## config.mk

```make
export PLATFORM = sky130hd
export DESIGN_NAME = jesd204b_rx_lane_sync
export DESIGN_NICKNAME = d
export VERILOG_FILES = /design/src/rtl/jesd204b_rx_lane_sync.sv
export SDC_FILE = /design/constraint.sdc
export NUM_CORES = 1
export LEC_CHECK = 0
export BUFFER_PORTS_ARGS = -buffer_cell sky130_fd_sc_hd__buf_2
export CELL_PAD_IN_SITES_DETAIL_PLACEMENT = 0
export CELL_PAD_IN_SITES_GLOBAL_PLACEMENT = 1
export CORE_MARGIN = 5
export CORE_UTILIZATION = 26
export DETAILED_ROUTE_END_ITERATION = 6
export GPL_TIMING_DRIVEN = 0
export PLACE_DENSITY_LB_ADDON = 0.1
export REMOVE_ABC_BUFFERS = 1
export SYNTH_ARGS = -nofsm -noshare
export SYNTH_HDL_FRONTEND = slang
export SYNTH_SLANG_ARGS = --single-unit
```

## constraint.sdc

```tcl
create_clock -name i_clk -period 3.52 [get_ports i_clk]
set_clock_uncertainty 0.05 [all_clocks]
set_input_delay 0.704 -clock i_clk [delete_from_list [all_inputs] [get_ports i_clk]]
set_output_delay 0.704 -clock i_clk [all_outputs]
set_load 0.01 [all_outputs]
```

## src/rtl/jesd204b_rx_lane_sync.sv

```systemverilog
// rtl/jesd204b_rx_lane_sync.sv - JESD204B RX CGS/LMFC lane synchroniser (optional JESD204B_RX_ERR_STAT_EN error counters)
module jesd204b_rx_lane_sync #(
   parameter int LANES          = 2,
   parameter int FRAME_SIZE     = 1,
   parameter int FMLC_NUM       = 8,
   parameter int SUBCLASS       = 1,
   parameter int CGS_WORDS      = 2,
   parameter int ERR_THRESH     = 4,
   parameter int SYSREF_ONESHOT = 0
) (
   input  logic                  i_clk,
   input  logic                  i_rstn,
   input  logic [32*LANES-1:0]   i_rx_data,
   input  logic [4*LANES-1:0]    i_rx_charisk,
   input  logic [4*LANES-1:0]    i_rx_err,
   input  logic                  i_sysref,
   output logic                  io_nsync,
   output logic [32*LANES-1:0]   o_data,
   output logic                  o_valid,
   output logic [2*LANES-1:0]    o_lane_state,
   output logic                  o_lmfc_pulse,
   output logic                  o_sysref_realign
`ifdef JESD204B_RX_ERR_STAT_EN
   ,
   output logic [16*LANES-1:0]   o_err_cnt
`endif
);

   localparam int MF_CLKS = (FRAME_SIZE * FMLC_NUM) / 4;
   localparam int CW      = (MF_CLKS > 1) ? $clog2(MF_CLKS) : 1;

   typedef enum logic [1:0] {
      CS_INIT  = 2'd0,
      CS_CHECK = 2'd1,
      CS_DATA  = 2'd2
   } cgs_state_t;

   logic [CW-1:0]    lmfc_cnt;
   logic [CW-1:0]    lmfc_inc;
   logic [CW-1:0]    lmfc_next;
   logic             sysref_q;
   logic             sysref_seen;
   logic             sysref_edge;
   logic             sysref_load;
   logic [LANES-1:0] lane_init;
   logic [LANES-1:0] lane_data;
   logic [LANES-1:0] lane_drop;
   logic             nsync_release;

   // LMFC next-count: SYSREF reload takes priority over the natural wrap/increment
   always_comb begin
      lmfc_inc    = (lmfc_cnt == CW'(MF_CLKS - 1)) ? '0 : lmfc_cnt + 1'b1;
      sysref_edge = i_sysref & ~sysref_q;
      sysref_load = sysref_edge && ((SYSREF_ONESHOT == 0) || !sysref_seen);
      lmfc_next   = sysref_load ? '0 : lmfc_inc;
   end

   // LMFC counter, boundary marker and SYSREF phase-move flag
   always_ff @(posedge i_clk) begin
      if (!i_rstn) begin
         lmfc_cnt         <= '0;
         sysref_q         <= 1'b0;
         sysref_seen      <= 1'b0;
         o_lmfc_pulse     <= 1'b0;
         o_sysref_realign <= 1'b0;
      end else begin
         lmfc_cnt         <= lmfc_next;
         sysref_q         <= i_sysref;
         sysref_seen      <= sysref_seen | sysref_edge;
         o_lmfc_pulse     <= (lmfc_next == '0);
         o_sysref_realign <= sysref_edge && (lmfc_inc != '0);
      end
   end

   for (genvar g = 0; g < LANES; g++) begin : g_lane
      cgs_state_t state_q, state_d;
      logic [2:0] cnt_q, cnt_d;
      logic [7:0] errs_q, errs_d;
      logic       is_err;
      logic       is_comma;
      logic       bad;

      assign is_err   = |i_rx_err[4*g +: 4];
      assign is_comma = (i_rx_data[32*g +: 32] == 32'hBCBC_BCBC) &&
                        (&i_rx_charisk[4*g +: 4]) && !is_err;
      // commas after ILAS are as unexpected as disparity errors
      assign bad      = is_err | is_comma;

      // CGS state register
      always_ff @(posedge i_clk) begin
         if (!i_rstn) begin
            state_q <= CS_INIT;
            cnt_q   <= '0;
            errs_q  <= '0;
         end else begin
            state_q <= state_d;
            cnt_q   <= cnt_d;
            errs_q  <= errs_d;
         end
      end

      // CGS next-state: comma lock, check-window errors, data-phase error budget
      always_comb begin
         state_d = state_q;
         cnt_d   = cnt_q;
         errs_d  = errs_q;
         case (state_q)
            CS_INIT: begin
               if (is_comma) begin
                  if (cnt_q + 3'd1 == 3'(CGS_WORDS)) begin
                     state_d = CS_CHECK;
                     cnt_d   = '0;
                  end else begin
                     cnt_d = cnt_q + 3'd1;
                  end
               end else begin
                  cnt_d = '0;
               end
            end
            CS_CHECK: begin
               if (is_err) begin
                  if (cnt_q + 3'd1 == 3'd3) begin
                     state_d = CS_INIT;
                     cnt_d   = '0;
                  end else begin
                     cnt_d = cnt_q + 3'd1;
                  end
               end else if (!is_comma && io_nsync) begin
                  state_d = CS_DATA;
                  cnt_d   = '0;
               end
            end
            CS_DATA: begin
               errs_d = o_lmfc_pulse ? {7'd0, bad} : errs_q + {7'd0, bad};
               if (errs_d >= 8'(ERR_THRESH)) begin
                  state_d = CS_INIT;
                  errs_d  = '0;
               end
            end
            default: begin
               state_d = CS_INIT;
               cnt_d   = '0;
               errs_d  = '0;
            end
         endcase
      end

      assign lane_init[g]           = (state_q == CS_INIT);
      assign lane_data[g]           = (state_q == CS_DATA);
      assign lane_drop[g]           = (state_d == CS_INIT) && (state_q != CS_INIT);
      assign o_lane_state[2*g +: 2] = state_q;

`ifdef JESD204B_RX_ERR_STAT_EN
      logic [15:0] err_cnt_q;

      // saturating error-word statistic, independent of CGS state
      always_ff @(posedge i_clk) begin
         if (!i_rstn) begin
            err_cnt_q <= '0;
         end else if (is_err && (err_cnt_q != 16'hFFFF)) begin
            err_cnt_q <= err_cnt_q + 16'd1;
         end
      end

      assign o_err_cnt[16*g +: 16] = err_cnt_q;
`endif
   end

   // subclass 1 lines the release up with the LMFC boundary the pulse register marks
   assign nsync_release = (SUBCLASS == 0) ? 1'b1 : (lmfc_next == '0);

   // SYNC~ request, registered lane data and link-valid
   always_ff @(posedge i_clk) begin
      if (!i_rstn) begin
         io_nsync <= 1'b0;
         o_data   <= '0;
         o_valid  <= 1'b0;
      end else begin
         io_nsync <= !(|lane_init) && (io_nsync || (nsync_release && !(|lane_drop)));
         o_data   <= i_rx_data;
         o_valid  <= &lane_data;
      end
   end

endmodule

```

==> flow_summary.ini <==
[floorplanning]
ioPinCount = 155
die_w_um = 127
core_area_sq_mm = 0.0133
die_area_sq_mm = 0.0161
rows = 42
start_util = 0.267
dieHeight_um = 127

[cts]
cts_made_buffers = 9
insertion_delay_ps = 330
h-tree-depth = 3
cts_tree = done
clock-sinks = 96
hold_buffers = 0
clockRootBuffer = clkbuf_16
clk_path_buf_depth = 2
path_clk_slew_ps = 60

[placed_design]
place_area_sq_mm = 0.00450
io_buffers = 154
gp_congestion = 0.763
dp.cells = 676
place_hpwl_um = 7190
place_ws_ps = -350

[timing]
maxSlewHeadroom = 0.206
period_share = 0.926
whs_ps = 378
hold_viol = 0
fin_ws_ps = 262
tightest_slew_ps = 1190
setup_violations = 0
setup-tns-final_ps = 0
max_freq_mhz = 307
rsz0062_at_grt = no
final-max-slew-violation-count = 0
min_period_ps = 3260

[routing]
drt_wl_total_um = 9350
wl_per_cell_um = 13.5
drtIter0Drc = 129
drcViolationCount = 0
drtAntennaViolNets = 0
avgViaCountPerCell = 4.37
vias = 3037
firstDrtPassIters = 4

[setup_path]
crit_type = primary input to flop
cp_data_required_time_ps = 3750
cp.arrival_ps = 3490
crit_path_end_kind = flop
crit_path_max_fanout = 4
cp-start-kind = primary input

[worst_hold_path]
min_path_type = flop to flop

[yosys]
syn-instance-count = 357
yosys_register_bits = 96
yosys.area.top_type = dfxtp_1
synth_cell_types = 45
syn_area_per_cell_sq_um = 9.97
yosys_warnings = 0
synth_seq_area_share = 0.540
synth_top_area_frac = 0.540
synth_area_leaders = dfxtp_1, and2_1, ha_1, nand2_1, nand4b_1
netlist_area_sq_mm = 0.00356

[grt]
grt_usage = 0.120
overflow = 0
grt_pass1_wl_um = 15400
grt_max_degree = 85
grt_pass1_vias = 3072
antenna_found_initial = 0

[pwr]
power_density_mw_per_mm2 = 456
leakage_nw = 2.15
p_total_mw = 2.19
vdd_drop_max_mv = 0.183

[cells_and_area]
nets = 607
layout_common_cells = buf_2, dfxtp_1, and2_1
nFillCells = 1421
fin_area_sq_mm = 0.00480
n_antenna_cell = 0
finish.utilization = 0.360
area_growth_pct = 34.9
layout_commonest_cell = buf_2
fin_cells = 695
drive_above_1_share = 0.343

[job]
max-cap-violations = 0

[outcome]
status = finished, final reports clean
-- logic make-up after synthesis --
logic type / share of synthesized area
xor+xnor: 0.00985
mux: 0.00316
compound gates: 0.0872
fa+ha+maj: 0.0352
flops: 0.540
buf+inv: 0.0253
simple gates: 0.299
-- per-layer routing --
metal	vias up	share of wire	wire length, um	global-route usage
met2	85	0.48	4530	0.195
met1	1382	0.41	3820	0.138
met3	15	0.083	778	0.0513
met5	-	0	0	0
li1	1555	-	-	-
met4	0	0.024	225	0.0511
-- worst paths after layout --
check / cells past startpoint / slack, ps / startpoint / to
hold reg to reg: 1 / 380 / sysref_q$_SDFF_PN0_ / o_sysref_realign$_SDFF_PN0_
hold / removal: 1 / 380 / sysref_q$_SDFF_PN0_ / o_sysref_realign$_SDFF_PN0_
setup reg to reg: 8 / 1470 / g_lane[0].errs_q[0]$_SDFFE_PN0N_ / g_lane[0].errs_q[1]$_SDFFE_PN0N_
setup / recovery: 13 / 260 / i_rx_data[54] / io_nsync$_SDFF_PN0_
-- flip-flops by register name, indices dropped and copies added, names as in the netlist --
signal,count
o_valid,1
g_lane.errs_q,16
sysref_q,1
o_lmfc_pulse,1
g_lane.cnt_q,6
io_nsync,1
lmfc_cnt,1
o_data,64
o_sysref_realign,1
g_lane.state_q,4
-- timing repair --
item	in CTS	in global routing
endpoints found under the hold margin	0	0
setup buffers	0	3
gates resized for setup	0	3
endpoints found under the setup margin	0	4
-- where the power goes --
part	leakage, nW	internal [mW]	switching [mW]
logic	1.22	0.0868	0.0878
registers	0.792	1.13	0.0105
clock network	0.132	0.475	0.403
total	2.15	1.69	0.502
-- cell type report --
type / count / area [sq um] / share of cell area
flip-flops and latches: 96 / 1920 / 0.400
multi-input cells: 239 / 1560 / 0.325
repair buffers: 157 / 793 / 0.165
clock buffers: 10 / 229 / 0.0477
well taps: 176 / 220 / 0.0459
inverters: 11 / 41.3 / 0.00860
clock inverters: 6 / 36.3 / 0.00756
-- synthesized netlist by cell type, drive strengths merged --
library cell and n:
a21boi 1, or3 2, nor3 6, o211a 1
or4b 1, o21ai 4, o22ai 4, and3 3
buf 1, nand4b 7, o31ai 1, nand3 8
a32o 2, xnor2 3, clkbuf 10, dfxtp 96
xor2 1, o2bb2ai 1, a31oi 2, nand4bb 2
nor3b 3, o2111ai 1, nor4 8, nor2 10
o211ai 2, o32ai 1, or4 3, inv 11
o31a 1, nand2 31, or4bb 2, o41ai 1
a21oi 9, o21a 5, nand4 9, and2 79
a211o 2, nor2b 7, a2111oi 1, o221ai 1
mux2 1, a311o 1, ha 10, a211oi 2
-- critical path, stage by stage --
cell and delay (ps):
buf_2 100, or4b_1 540, nor3_2 210, nand4_1 230, nand2_1 180, ha_2 220, ha_1 200, nand3_1 110
a211o_1 300, a211oi_2 190, o211a_1 230, o2bb2ai_1 140, o31a_1 150
Power figures use the tool's default switching activity.
